===== config.mk =====
export PLATFORM = sky130hd
export DESIGN_NAME = i3c_xfer_scheduler
export DESIGN_NICKNAME = d
export VERILOG_FILES = /design/src/rtl/i3c_xfer_scheduler_pkg.sv /design/src/rtl/i3c_rr_arbiter.sv /design/src/rtl/i3c_xfer_scheduler.sv
export SDC_FILE = /design/constraint.sdc
export NUM_CORES = 1
export LEC_CHECK = 0
export ABC_CLOCK_PERIOD_IN_PS = 7700
export BUFFER_PORTS_ARGS = -buffer_cell sky130_fd_sc_hd__buf_2
export CORE_MARGIN = 4
export CORE_UTILIZATION = 26
export CTS_BUF_LIST = sky130_fd_sc_hd__clkbuf_16
export CTS_CLUSTER_SIZE = 14
export DETAILED_ROUTE_END_ITERATION = 7
export PLACE_DENSITY = 0.58
export SLEW_MARGIN = 20
export SYNTH_ARGS = -nofsm -noshare
export SYNTH_HDL_FRONTEND = slang
export SYNTH_SLANG_ARGS = --single-unit
export TNS_END_PERCENT = 30

===== constraint.sdc =====
create_clock -name clk_i -period 7.7 [get_ports clk_i]
set_input_delay 2.31 -clock clk_i [delete_from_list [all_inputs] [get_ports clk_i]]
set_output_delay 2.31 -clock clk_i [all_outputs]
set_load 0.05 [all_outputs]

===== src/rtl/i3c_xfer_scheduler_pkg.sv =====
// Shared types for the I3C transfer scheduler: scheduler state encodings and
// fallback engine encodings for builds that do not pull in i3c_params.vh.
`ifndef STATE_WIDTH
`define STATE_WIDTH 3
`endif
`ifndef IDLE
`define IDLE 3'd0
`endif
`ifndef SCH_STATE_WIDTH
`define SCH_STATE_WIDTH 3
`define SCH_IDLE   3'd0
`define SCH_ARB    3'd1
`define SCH_LAUNCH 3'd2
`define SCH_WAIT   3'd3
`define SCH_RETRY  3'd4
`define SCH_RESP   3'd5
`endif

package i3c_xfer_scheduler_pkg;

    localparam int SCH_STATE_W = `SCH_STATE_WIDTH;

    typedef enum logic [SCH_STATE_W-1:0] {
        S_IDLE   = `SCH_IDLE,
        S_ARB    = `SCH_ARB,
        S_LAUNCH = `SCH_LAUNCH,
        S_WAIT   = `SCH_WAIT,
        S_RETRY  = `SCH_RETRY,
        S_RESP   = `SCH_RESP
    } sch_state_e;

endpackage


===== src/rtl/i3c_rr_arbiter.sv =====
// Combinational round-robin pick: first set request at or above ptr_i,
// wrapping modulo N; returns a one-hot grant and the winner index.
module i3c_rr_arbiter #(
    parameter int N     = 4,
    parameter int PTR_W = $clog2(N)
) (
    input  logic [N-1:0]     req_i,
    input  logic [PTR_W-1:0] ptr_i,
    output logic [N-1:0]     gnt_o,
    output logic [PTR_W-1:0] idx_o,
    output logic             valid_o
);

    logic [PTR_W-1:0] cand;

    always_comb begin
        gnt_o   = '0;
        idx_o   = '0;
        valid_o = 1'b0;
        cand    = '0;
        for (int i = 0; i < N; i++) begin
            cand = PTR_W'((int'(ptr_i) + i) % N);
            if (!valid_o && req_i[cand]) begin
                valid_o     = 1'b1;
                gnt_o[cand] = 1'b1;
                idx_o       = cand;
            end
        end
    end

endmodule


===== src/rtl/i3c_xfer_scheduler.sv =====
// Round-robin scheduler sharing one I3C transaction engine between NUM_REQ
// requesters, with retry. Define I3C_SCHED_TIMEOUT_EN to add the S_WAIT watchdog.
`ifndef STATE_WIDTH
`define STATE_WIDTH 3
`endif
`ifndef IDLE
`define IDLE 3'd0
`endif

module i3c_xfer_scheduler
    import i3c_xfer_scheduler_pkg::*;
#(
    parameter int NUM_REQ     = 4,
    parameter int ADDR_W      = 7,
    parameter int DATA_W      = 8,
    parameter int MAX_RETRY   = 2,
    parameter int TIMEOUT_CYC = 255
) (
    input  logic                      clk_i,
    input  logic                      rst_ni,
    input  logic [NUM_REQ-1:0]        req_i,
    input  logic [NUM_REQ*ADDR_W-1:0] req_addr_i,
    input  logic [NUM_REQ*DATA_W-1:0] req_data_i,
    output logic [NUM_REQ-1:0]        gnt_o,
    output logic [NUM_REQ-1:0]        done_o,
    output logic [NUM_REQ-1:0]        err_o,
    output logic                      sm_start_o,
    output logic [ADDR_W-1:0]         sm_addr_o,
    output logic [DATA_W-1:0]         sm_data_o,
    input  logic [`STATE_WIDTH-1:0]   sm_state_i,
    input  logic                      sm_complete_i,
    input  logic                      sm_error_i,
    output logic                      busy_o,
    output sch_state_e                dbg_state_o
);

    localparam int PTR_W = $clog2(NUM_REQ);

    sch_state_e         state;
    logic [PTR_W-1:0]   rr_ptr;
    logic [2:0]         retry_cnt;
    logic [NUM_REQ-1:0] arb_gnt;
    logic [PTR_W-1:0]   arb_idx;
    logic               arb_valid;
    logic               eng_idle;
    logic               attempt_fail;

    assign eng_idle = (sm_state_i == `IDLE);

    i3c_rr_arbiter #(
        .N     (NUM_REQ),
        .PTR_W (PTR_W)
    ) u_arb (
        .req_i   (req_i),
        .ptr_i   (rr_ptr),
        .gnt_o   (arb_gnt),
        .idx_o   (arb_idx),
        .valid_o (arb_valid)
    );

`ifdef I3C_SCHED_TIMEOUT_EN
    localparam int WDOG_W = ($clog2(TIMEOUT_CYC + 1) > 8) ? $clog2(TIMEOUT_CYC + 1) : 8;

    logic [WDOG_W-1:0] wdog;
    logic              wdog_hit;

    assign wdog_hit = (state == S_WAIT) && (wdog == WDOG_W'(TIMEOUT_CYC - 1));

    // Held at zero outside S_WAIT, so every wait starts fresh; stops at the limit.
    always_ff @(posedge clk_i or negedge rst_ni) begin
        if (!rst_ni) begin
            wdog <= '0;
        end else if (state != S_WAIT) begin
            wdog <= '0;
        end else if (!wdog_hit) begin
            wdog <= wdog + 1'b1;
        end
    end

    assign attempt_fail = sm_error_i | wdog_hit;
`else
    logic unused_timeout;
    assign unused_timeout = ^TIMEOUT_CYC;
    assign attempt_fail   = sm_error_i;
`endif

    always_ff @(posedge clk_i or negedge rst_ni) begin
        if (!rst_ni) begin
            state     <= S_IDLE;
            rr_ptr    <= '0;
            retry_cnt <= '0;
            sm_addr_o <= '0;
            sm_data_o <= '0;
            gnt_o     <= '0;
            done_o    <= '0;
            err_o     <= '0;
        end else begin
            done_o <= '0;
            err_o  <= '0;
            case (state)
                S_IDLE: begin
                    if ((|req_i) && eng_idle) state <= S_ARB;
                end
                S_ARB: begin
                    if (arb_valid) begin
                        sm_addr_o <= req_addr_i[arb_idx*ADDR_W +: ADDR_W];
                        sm_data_o <= req_data_i[arb_idx*DATA_W +: DATA_W];
                        gnt_o     <= arb_gnt;
                        retry_cnt <= '0;
                        rr_ptr    <= (arb_idx == PTR_W'(NUM_REQ - 1)) ? '0 : arb_idx + 1'b1;
                        state     <= S_LAUNCH;
                    end else begin
                        state <= S_IDLE;
                    end
                end
                S_LAUNCH: begin
                    if (eng_idle) state <= S_WAIT;
                end
                S_WAIT: begin
                    // Completion wins over a same-cycle error.
                    if (sm_complete_i) begin
                        done_o <= gnt_o;
                        state  <= S_RESP;
                    end else if (attempt_fail && (retry_cnt < 3'(MAX_RETRY))) begin
                        retry_cnt <= retry_cnt + 1'b1;
                        state     <= S_RETRY;
                    end else if (attempt_fail) begin
                        err_o <= gnt_o;
                        state <= S_RESP;
                    end
                end
                S_RETRY: begin
                    if (eng_idle) state <= S_LAUNCH;
                end
                S_RESP: begin
                    gnt_o <= '0;
                    state <= S_IDLE;
                end
                default: state <= S_IDLE;
            endcase
        end
    end

    // The start pulse lasts the single S_LAUNCH cycle in which the engine is idle.
    assign sm_start_o  = (state == S_LAUNCH) && eng_idle;
    assign busy_o      = (state != S_IDLE);
    assign dbg_state_o = state;

endmodule

==> flow_metrics.env, run 1 <==
export IMPL_finalSetupTns_ns=0
export IMPL_place_gp_congestion=0.7295
export IMPL_rrSetupSlack_ns=4.04
export IMPL_fill_cells=900
export IMPL_ys_warn_count=0
export IMPL_cts_hold_repair_buffers=0
export IMPL_numPortBuffers=102
export IMPL_p_leak_nw=1.494
export IMPL_syn_area_per_cell_sq_um=10.45
export IMPL_finalNonFillerCells=426
export IMPL_cts_tree="built"
export IMPL_worstPathRequired_ns=5.39
export IMPL_cts_resized_gates=0
export IMPL_cts_setup_buffers=0
export IMPL_row_count=34
export IMPL_setup_ws_ns=2.129
export IMPL_vias=2057
export IMPL_cts_sinks=35
export IMPL_cp_num_buf_inv=2
export IMPL_diodes=0
export IMPL_dieWidth_microns=103.1
export IMPL_dp_hpwl_mm=4.617
export IMPL_firstDrtPassIters=4
export IMPL_yosys_area_top_type_share=0.3723
export IMPL_post_synth_top_count_cell="dfrtp_1"
export IMPL_yosysTopAreaCell="dfrtp_1"
export IMPL_hold_viol_final=0
export IMPL_ff_latch_area_sq_um=875.8
export IMPL_grt_max_degree=36
export IMPL_cpMostUsedCell="buf_2"
export IMPL_ys_types=43
export IMPL_ys_top_cells_by_area="dfrtp_1 (37%), mux2i_1 (14%), o221ai_2 (6.4%), ha_1 (4.3%), nand2_1 (3.8%)"
export IMPL_cp_end_kind="output pin"
export IMPL_htree_levels=2
export IMPL_synth_top_flop_cell="dfrtp_1"
export IMPL_outcome="finished, final reports clean"
export IMPL_grt_antenna_before_repair=0
export IMPL_numPlacedInstances=418
export IMPL_path_max_fanout=2
export IMPL_synth_fp_nets=304
export IMPL_drive_gt1_frac=0.4025
export IMPL_via_per_inst=4.829
export IMPL_cp_depth=4
export IMPL_die_y_microns=103.1
export IMPL_slowest_delay_ns=0.37
export IMPL_cp_slowest_cell="or3_1"
export IMPL_synth_edf_count=0
export IMPL_syn_area_sq_um=2352
export IMPL_power_mw=1.200
export IMPL_rsz0062_at_grt="no"
export IMPL_grtUsageTotal=0.1102
export IMPL_yosys_top_cells_count="dfrtp_1 (35), mux2i_1 (33), nand2_1 (24), nor2_1 (13), o221ai_2 (10)"
export IMPL_numCtsBuffers=5
export IMPL_ys_ff_latch=35
export IMPL_reg2reg_depth=8
export IMPL_worst_ir_drop_vdd_v=0.0001502
export IMPL_fmax_mhz=179.5
export IMPL_grt_pass1_wl_mm=9.280
export IMPL_dpl_worst_slack_ns=2.131
export IMPL_num_nets_final=396
export IMPL_seq_area_frac_synth=0.3723
export IMPL_hold_slack_ns=0.4824
export IMPL_slew_viol_final=0
export IMPL_crit_family="simple AND/OR/NAND/NOR gates"
export IMPL_drv_cap=0
export IMPL_cp_cell_sequence="buf_2 > or3_1 > nor3b_1 > buf_2"
export IMPL_drt_wl_total_mm=6.006
export IMPL_finalCritPeriodShare=0.7236
export IMPL_cts_root_buffer="clkbuf_16"
export IMPL_relSlewSlack=0.3742
export IMPL_clock_latency_ns=0.27
export IMPL_core_area_sq_um=8763
export IMPL_grt_pass1_vias=1908
export IMPL_hold_depth=2
export IMPL_path_clk_slew_ns=0.05
export IMPL_netlist_instances=225
export IMPL_cts_buffer_depth=2
export IMPL_finClkSkew_ns=0.003388
export IMPL_syn_to_final_growth_pct=28.94
export IMPL_ant_nets=0
export IMPL_criticalPathCategory="in -> out"
export IMPL_ys_async_sr_fraction=1.000
export IMPL_setup_viol=0
export IMPL_start_util=0.2684
export IMPL_dieArea_sq_um=10630
export IMPL_fin_crit_ns=5.571
export IMPL_critPathLaunchType="primary input"
export IMPL_worstMarginPinSlew_ns=0.9387
export IMPL_hold_path_class="reg -> reg"
export IMPL_dr_first_iter_drc_count=83
export IMPL_wire_per_inst_microns=14.10
export IMPL_num_io_pins=103
export IMPL_power_density_nw_per_um2=395.7
export IMPL_grt_overflow_total=0
export IMPL_drc=0
export IMPL_multi_input_area_sq_um=1333
export IMPL_arrival_ns=3.26
## final timing paths
check | endpoint | from
hold reg to reg | sm_data_o[0]$_DFFE_PN0P_ | sm_data_o[0]$_DFFE_PN0P_
setup reg to reg | sm_addr_o[0]$_DFFE_PN0P_ | rr_ptr[0]$_DFFE_PN0P_
min in group asynchronous | dbg_state_o[0]$_DFFE_PN0P_ | rst_ni
setup / recovery | sm_start_o | sm_state_i[1]
hold / removal | sm_data_o[0]$_DFFE_PN0P_ | sm_data_o[0]$_DFFE_PN0P_
max in group asynchronous | done_o[2]$_DFF_PN0_ | rst_ni
## layout by cell type (no fill, tap or decap), types with 6 or more instances in the layout
master,count
nor2_1,13
ha_1,8
a21oi_1,6
o221ai_2,10
nand2_1,24
buf_2,102
dfrtp_1,35
o21ai_0,8
mux2i_1,33
## flip-flops by register name (all words and copies together) (netlist names)
name,cells
gnt_o,4
sm_addr_o,7
dbg_state_o,3
done_o,4
retry_cnt,3
sm_data_o,8
err_o,4
rr_ptr,2
## final cells by class
class | instances | area share
inverters | 3 | 0.003713
well taps | 108 | 0.04455
clock inverters | 3 | 0.004950
repair buffers | 103 | 0.1774
clock buffers | 5 | 0.04125
flip-flops and latches | 35 | 0.2888
multi-input cells | 169 | 0.4394
## metrics by stage
stage | cell area (sq um) | util
floorplan | 2352 | -
global placement | 2865 | 0.3270
detailed placement | 2893 | 0.3301
CTS | 3033 | 0.3461
global route | 3033 | 0.3461
finish | 3033 | 0.3461
## report_power, final
group | switching (mW) | total, mW | leakage [nW] | internal [mW]
registers | 0.0644 | 0.306 | 0.459 | 0.241
clock network | 0.0721 | 0.189 | 0.0649 | 0.117
logic | 0.445 | 0.705 | 0.970 | 0.260
## tightest hold or removal path: cells and delay by family (launching register included)
kind	cells	cell delay [ns]
compound gates	1	0.05
flops	1	0.33
simple gates	1	0.06
## per-layer routing
layer	track usage	share of wire	vias to the layer above
met1	0.1421	0.42	968
met2	0.1830	0.50	58
li1	-	-	1025
met3	0.02030	0.066	6
met4	0.04183	0.015	0
met5	0	0	-
## cells by family after synthesis
logic type,count (synthesis),synth area share
compound gates,51,0.1835
mux,38,0.1798
xor+xnor,2,0.007448
fa+ha+maj,8,0.04255
simple gates,70,0.1500
buf+inv,21,0.06436
flops,35,0.3723
(Power assumes the default switching activity.)
==> inputs of run 2 (changes only) <==
--- a/config.mk
+++ b/config.mk
@@ -5,14 +5,14 @@
 export SDC_FILE = /design/constraint.sdc
 export NUM_CORES = 1
 export LEC_CHECK = 0
-export ABC_CLOCK_PERIOD_IN_PS = 7700
+export ABC_CLOCK_PERIOD_IN_PS = 5000
 export BUFFER_PORTS_ARGS = -buffer_cell sky130_fd_sc_hd__buf_2
 export CORE_MARGIN = 4
 export CORE_UTILIZATION = 26
 export CTS_BUF_LIST = sky130_fd_sc_hd__clkbuf_16
 export CTS_CLUSTER_SIZE = 14
 export DETAILED_ROUTE_END_ITERATION = 7
-export PLACE_DENSITY = 0.58
+export PLACE_DENSITY = 0.6
 export SLEW_MARGIN = 20
 export SYNTH_ARGS = -nofsm -noshare
 export SYNTH_HDL_FRONTEND = slang
==> constraint.sdc (replaced) <==
create_clock -name clk_i -period 5 [get_ports clk_i]
set_input_delay 1.5 -clock clk_i [delete_from_list [all_inputs] [get_ports clk_i]]
set_output_delay 1.5 -clock clk_i [all_outputs]
set_load 0.05 [all_outputs]
==> run 2 against run 1 <==
Effect of this change:
- clock skew increased by 0.0062 ns
- clock power is 80% higher
- critical endpoint unchanged
- sequential cell count did not move
==> flow_metrics.env, run 2 (same netlist as run 1, synthesis figures left out) <==
export IMPL_outcome="finished, final reports clean"
export IMPL_clock_latency_ns=0.27
export IMPL_fmax_mhz=252.0
export IMPL_setup_viol=0
export IMPL_worst_ir_drop_vdd_v=0.0002251
export IMPL_dp_hpwl_mm=4.712
export IMPL_path_clk_slew_ns=0.05
export IMPL_worstMarginPinSlew_ns=0.7823
export IMPL_via_per_inst=4.752
export IMPL_cts_buffer_depth=2
export IMPL_row_count=34
export IMPL_cts_resized_gates=0
export IMPL_cp_num_buf_inv=2
export IMPL_htree_levels=2
export IMPL_largest_reg_flops=8
export IMPL_finalCritPeriodShare=0.7935
export IMPL_die_y_microns=103.1
export IMPL_regMostFlops="sm_data_o"
export IMPL_cp_cell_sequence="buf_2 > or3_1 > nor3b_1 > buf_2"
export IMPL_critPathLaunchType="primary input"
export IMPL_drive_gt1_frac=0.4075
export IMPL_cts_sinks=35
export IMPL_grtUsageTotal=0.1107
export IMPL_grt_pass1_vias=2003
export IMPL_grt_pass1_wl_mm=9.432
export IMPL_rsz0062_at_grt="no"
export IMPL_dr_first_iter_drc_count=68
export IMPL_crit_family="simple AND/OR/NAND/NOR gates"
export IMPL_grt_max_degree=36
export IMPL_criticalPathCategory="in -> out"
export IMPL_reg_largest_list="sm_data_o (8), sm_addr_o (7)"
export IMPL_p_leak_nw=1.515
export IMPL_drt_wl_total_mm=5.962
export IMPL_num_io_pins=103
export IMPL_comb_power_share=0.575
export IMPL_drc=0
export IMPL_slowest_delay_ns=0.38
export IMPL_switching_share=0.4716
export IMPL_cp_slowest_cell="or3_1"
export IMPL_numPortBuffers=102
export IMPL_p_seq_frac=0.247
export IMPL_p_switching_mw=0.8989
export IMPL_cts_setup_buffers=0
export IMPL_diodes=0
export IMPL_core_area_sq_um=8763
export IMPL_wire_per_inst_microns=13.96
export IMPL_hold_slack_ns=0.4811
export IMPL_cts_root_buffer="clkbuf_16"
export IMPL_finalSetupTns_ns=0
export IMPL_path_max_fanout=2
export IMPL_dieWidth_microns=103.1
export IMPL_final_common_cell="buf_2"
export IMPL_power_density_nw_per_um2=622.0
export IMPL_mostFrequentLayoutCells="buf_2 (102), dfrtp_1 (35), mux2i_1 (33)"
export IMPL_grt_overflow_total=0
export IMPL_grt_antenna_before_repair=0
export IMPL_place_gp_congestion=0.7483
export IMPL_cts_hold_repair_buffers=0
export IMPL_vias=2029
export IMPL_numCtsBuffers=5
export IMPL_finClkSkew_ns=0.009596
export IMPL_firstDrtPassIters=4
export IMPL_slew_viol_final=0
export IMPL_cp_end_kind="output pin"
export IMPL_relSlewSlack=0.4784
export IMPL_drv_cap=0
export IMPL_syn_to_final_growth_pct=30.27
export IMPL_fin_crit_ns=3.968
export IMPL_hold_viol_final=0
export IMPL_hold_path_class="reg -> reg"
export IMPL_worstPathRequired_ns=3.50
export IMPL_start_util=0.2684
export IMPL_arrival_ns=2.47
export IMPL_cpMostUsedCell="buf_2"
export IMPL_intPower_mw=1.007
export IMPL_cts_tree="built"
export IMPL_num_nets_final=397
export IMPL_ant_nets=0
export IMPL_dieArea_sq_um=10630
export IMPL_p_clk_frac=0.178
## run 2: metrics by stage
stage,instances,setup slack (ns),power (mW),util,instance area (sq um)
after floorplan,225,0.4461,1.337,-,2352
after global placement,418,1.051,1.534,0.3278,2873
after detailed placement,419,1.023,1.585,0.3310,2900
after CTS,427,1.026,1.933,0.3497,3064
after global routing,427,0.9905,2.046,0.3497,3064
final,427,1.032,1.906,0.3497,3064
## run 2: area by class of cell
type	instances	area, sq um
clock buffers	5	125.1
fillers	898	5699
flip-flops and latches	35	875.8
inverters	3	11.26
clock inverters	3	38.79
well taps	108	135.1
repair buffers	104	545.5
multi-input cells	169	1333
## run 2: worst min-delay path, stage by stage (launching register included)
cell,delay [ns]
dfrtp_1,0.33
nand2_1,0.06
o221ai_2,0.05
## run 2: path summary, 6_finish.rpt
check,slack (ns),startpoint,depth (start not counted),endpoint
min,0.48,sm_addr_o[6]$_DFFE_PN0P_,2,sm_addr_o[6]$_DFFE_PN0P_
min reg2reg,0.48,sm_addr_o[6]$_DFFE_PN0P_,2,sm_addr_o[6]$_DFFE_PN0P_
max,1.03,sm_state_i[1],4,sm_start_o
max reg2reg,1.31,rr_ptr[0]$_DFFE_PN0P_,8,sm_addr_o[2]$_DFFE_PN0P_
max in group asynchronous,3.19,rst_ni,1,sm_addr_o[5]$_DFFE_PN0P_
min in group asynchronous,1.30,rst_ni,1,dbg_state_o[0]$_DFFE_PN0P_
## run 2: per-layer routing
layer	vias to the layer above	track usage	wire (microns)
met2	49	0.1889	3032
met3	2	0.02097	341
li1	1027	-	-
met4	0	0.03685	54
met1	951	0.1401	2534
met5	-	0	0
## run 2: power groups by stage
stage	registers, mW	logic [mW]	clock network (mW)
after global placement	0.472	1.06	0
after CTS	0.472	1.11	0.352
final	0.470	1.10	0.340
after global routing	0.489	1.19	0.362
after detailed placement	0.476	1.11	0
after floorplan	0.692	0.645	0
==> inputs of run 3 (changes only) <==
--- a/config.mk
+++ b/config.mk
@@ -5,14 +5,15 @@
 export SDC_FILE = /design/constraint.sdc
 export NUM_CORES = 1
 export LEC_CHECK = 0
-export ABC_CLOCK_PERIOD_IN_PS = 5000
+export ABC_AREA = 1
+export ABC_CLOCK_PERIOD_IN_PS = 3900
 export BUFFER_PORTS_ARGS = -buffer_cell sky130_fd_sc_hd__buf_2
 export CORE_MARGIN = 4
 export CORE_UTILIZATION = 26
 export CTS_BUF_LIST = sky130_fd_sc_hd__clkbuf_16
 export CTS_CLUSTER_SIZE = 14
 export DETAILED_ROUTE_END_ITERATION = 7
-export PLACE_DENSITY = 0.6
+export PLACE_DENSITY = 0.57
 export SLEW_MARGIN = 20
 export SYNTH_ARGS = -nofsm -noshare
 export SYNTH_HDL_FRONTEND = slang
==> constraint.sdc (replaced) <==
create_clock -name clk_i -period 3.9 [get_ports clk_i]
set_input_delay 1.17 -clock clk_i [delete_from_list [all_inputs] [get_ports clk_i]]
set_output_delay 1.17 -clock clk_i [all_outputs]
set_load 0.05 [all_outputs]
==> run 3 against run 2 <==
Effect of this change:
- sequential power is 21% higher
- synthesized area increased by 13%
- combinational power is 93% higher
- critical path depth is 1 higher
- worst setup slack worse by 0.14 ns
- sequential cell count stayed put
- register-to-register slack got worse by 0.13 ns
- wire length rose by 35%
- critical path type unchanged
- critical endpoint unchanged
- largest power group unchanged
==> flow_metrics.env, run 3 <==
export IMPL_outcome="finished, final reports clean"
export IMPL_cpMostUsedCell="buf_2"
export IMPL_setup_ws_ns=0.8924
export IMPL_mostFrequentLayoutCells="nand2_1 (130), buf_2 (102), inv_1 (82)"
export IMPL_cp_depth=5
export IMPL_crit_family="buffers and inverters"
export IMPL_die_y_microns=109.1
export IMPL_cts_tree="built"
export IMPL_power_density_nw_per_um2=901.4
export IMPL_num_io_pins=103
export IMPL_grtUsageTotal=0.1342
export IMPL_cts_hold_repair_buffers=0
export IMPL_dieArea_sq_um=11890
export IMPL_cts_buffer_depth=2
export IMPL_ys_top_cells_by_area="dfrtp_1 (33%), nand2_1 (18%), inv_1 (12%), nand3_1 (7.7%), nand4_1 (7.3%)"
export IMPL_critPathLaunchType="primary input"
export IMPL_top_layer_used="met4"
export IMPL_hold_path_class="reg -> reg"
export IMPL_htree_levels=2
export IMPL_ys_ff_latch=35
export IMPL_cp_end_kind="output pin"
export IMPL_slowest_delay_ns=0.26
export IMPL_numPortBuffers=102
export IMPL_yosys_area_top_type_share=0.3299
export IMPL_synth_fp_nets=488
export IMPL_slew_viol_final=0
export IMPL_cp_num_buf_inv=3
export IMPL_ys_types=28
export IMPL_reg2reg_depth=13
export IMPL_core_area_sq_um=9864
export IMPL_cts_sinks=35
export IMPL_reg_largest_list="sm_data_o (8), sm_addr_o (7)"
export IMPL_p_leak_nw=2.069
export IMPL_numCtsBuffers=5
export IMPL_drv_cap=0
export IMPL_dpl_worst_slack_ns=0.8388
export IMPL_finalSetupTns_ns=0
export IMPL_grt_pass1_vias=2795
export IMPL_path_clk_slew_ns=0.06
export IMPL_m1WireLength_mm=3.346
export IMPL_worstPathRequired_ns=2.73
export IMPL_fill_cells=1097
export IMPL_yosysTopAreaCell="dfrtp_1"
export IMPL_largest_reg_flops=8
export IMPL_grt_max_degree=36
export IMPL_fmax_mhz=332.5
export IMPL_final_area_sq_um=3426
export IMPL_firstDrtPassIters=5
export IMPL_synth_top_flop_cell="dfrtp_1"
export IMPL_syn_area_sq_um=2655
export IMPL_grt_antenna_before_repair=0
export IMPL_via_per_inst=4.564
export IMPL_syn_area_per_cell_sq_um=6.492
export IMPL_synth_edf_count=0
export IMPL_hold_viol_final=0
export IMPL_syn_to_final_growth_pct=29.03
export IMPL_ant_nets=0
export IMPL_path_max_fanout=2
export IMPL_worstMarginPinSlew_ns=0.7929
export IMPL_post_synth_top_count_cell="nand2_1"
export IMPL_worst_ir_drop_vdd_v=0.0003106
export IMPL_wl_met3_microns=615
export IMPL_ys_warn_count=0
export IMPL_vias=2921
export IMPL_regMostFlops="sm_data_o"
export IMPL_setup_viol=0
export IMPL_drt_wl_total_mm=8.021
export IMPL_criticalPathCategory="in -> out"
export IMPL_final_common_cell="nand2_1"
export IMPL_row_count=36
export IMPL_finClkSkew_ns=0.003453
export IMPL_seq_area_frac_synth=0.3299
export IMPL_cts_resized_gates=0
export IMPL_arrival_ns=1.84
export IMPL_dr_first_iter_drc_count=113
export IMPL_fin_crit_ns=3.008
export IMPL_drive_gt1_frac=0.2530
export IMPL_yosys_top_cells_count="nand2_1 (130), inv_1 (82), nand3_1 (41), dfrtp_1 (35), nand4_1 (31)"
export IMPL_power_mw=3.088
export IMPL_netlist_instances=409
export IMPL_start_util=0.2692
export IMPL_cp_slowest_cell="buf_2"
export IMPL_num_nets_final=584
export IMPL_ys_async_sr_fraction=1.000
export IMPL_place_gp_congestion=0.8520
export IMPL_hold_depth=2
export IMPL_postPlaceCellArea_sq_um=3273
export IMPL_grt_pass1_wl_mm=12.90
export IMPL_met2_length_mm=3.976
export IMPL_cts_root_buffer="clkbuf_16"
export IMPL_cts_setup_buffers=0
export IMPL_cp_cell_sequence="buf_2 > nor3_1 > inv_1 > nor2_1 > buf_2"
export IMPL_dieWidth_microns=109.1
export IMPL_clock_latency_ns=0.28
export IMPL_rsz0062_at_grt="no"
export IMPL_dp_hpwl_mm=5.952
export IMPL_finalCritPeriodShare=0.7712
export IMPL_wire_per_inst_microns=12.53
export IMPL_grt_overflow_total=0
export IMPL_drc=0
export IMPL_relSlewSlack=0.4714
run 3: changes by cell type after synthesis, moves of 5 or more:
| cell | change |
|---|---|
| nand2_1 | +106 |
| inv_1 | +79 |
| nand3_1 | +37 |
| mux2i_1 | -33 |
| nand4_1 | +31 |
| o221ai_2 | -10 |
| and2_1 | -5 |
| and3_1 | -5 |
| buf_2 | +5 |
| nor3_1 | +5 |
| o221ai_1 | -5 |
run 3: logic make-up (layout without fill, tap and decap cells):
logic type      after synthesis  in the layout  share of synthesized area
compound gates               30             30                    0.07258
fa+ha+maj                     8              8                    0.03770
buf+inv                     102            199                     0.1536
flops                        35             35                     0.3299
other cells                   0              1                          0
simple gates                234            234                     0.4062
run 3: metrics by stage:
stage / hold WS [ns] / util / cells
finish: 0.4791 / 0.3473 / 640
floorplan: 0.4636 / - / 409
global placement: 0.4590 / 0.3318 / 631
global route: 0.5034 / 0.3470 / 639
detailed placement: 0.4678 / 0.3318 / 631
CTS: 0.4845 / 0.3470 / 639
run 3: path summary, 6_finish.rpt:
check / endpoint / from / slack [ns]
min in group asynchronous: gnt_o[1]$_DFFE_PN0P_ / rst_ni / 0.98
max reg2reg: sm_addr_o[4]$_DFFE_PN0P_ / rr_ptr[0]$_DFFE_PN0P_ / 1.18
min reg2reg: sm_addr_o[6]$_DFFE_PN0P_ / sm_addr_o[6]$_DFFE_PN0P_ / 0.48
max: sm_start_o / sm_state_i[1] / 0.89
max in group asynchronous: sm_addr_o[4]$_DFFE_PN0P_ / rst_ni / 2.42
min: sm_addr_o[6]$_DFFE_PN0P_ / sm_addr_o[6]$_DFFE_PN0P_ / 0.48
run 3: final cells by class:
| type | instances | area, sq um | share of cell area |
|---|---|---|---|
| sequential | 35 | 875.8 | 0.2557 |
| clock buffer | 5 | 125.1 | 0.03652 |
| antenna | 1 | 2.502 | 0.0007305 |
| timing repair buffer | 106 | 540.5 | 0.1578 |
| multi-input combinational | 272 | 1371 | 0.4003 |
| clock inverter | 3 | 25.02 | 0.007305 |
| inverter | 85 | 319.1 | 0.09313 |
| tap | 133 | 166.4 | 0.04858 |
run 3: per-layer routing:
metal / GRT usage / vias to the layer above
met4: 0.04328 / 0
met2: 0.2333 / 108
met3: 0.03079 / 8
met5: 0 / -
met1: 0.1632 / 1315
li1: - / 1490
run 3: tightest hold or removal path, delay by kind of cell, from the launching register on:
family	cells	cell delay [ns]
AND/OR/NAND/NOR	2	0.10
flip-flops	1	0.34
run 3: power by group:
| group | internal (mW) | leakage (nW) | switching, mW |
|---|---|---|---|
| clock | 0.238 | 0.0700 | 0.157 |
| combinational | 0.619 | 1.54 | 1.51 |
| sequential | 0.477 | 0.458 | 0.0910 |
| total | 1.33 | 2.07 | 1.75 |
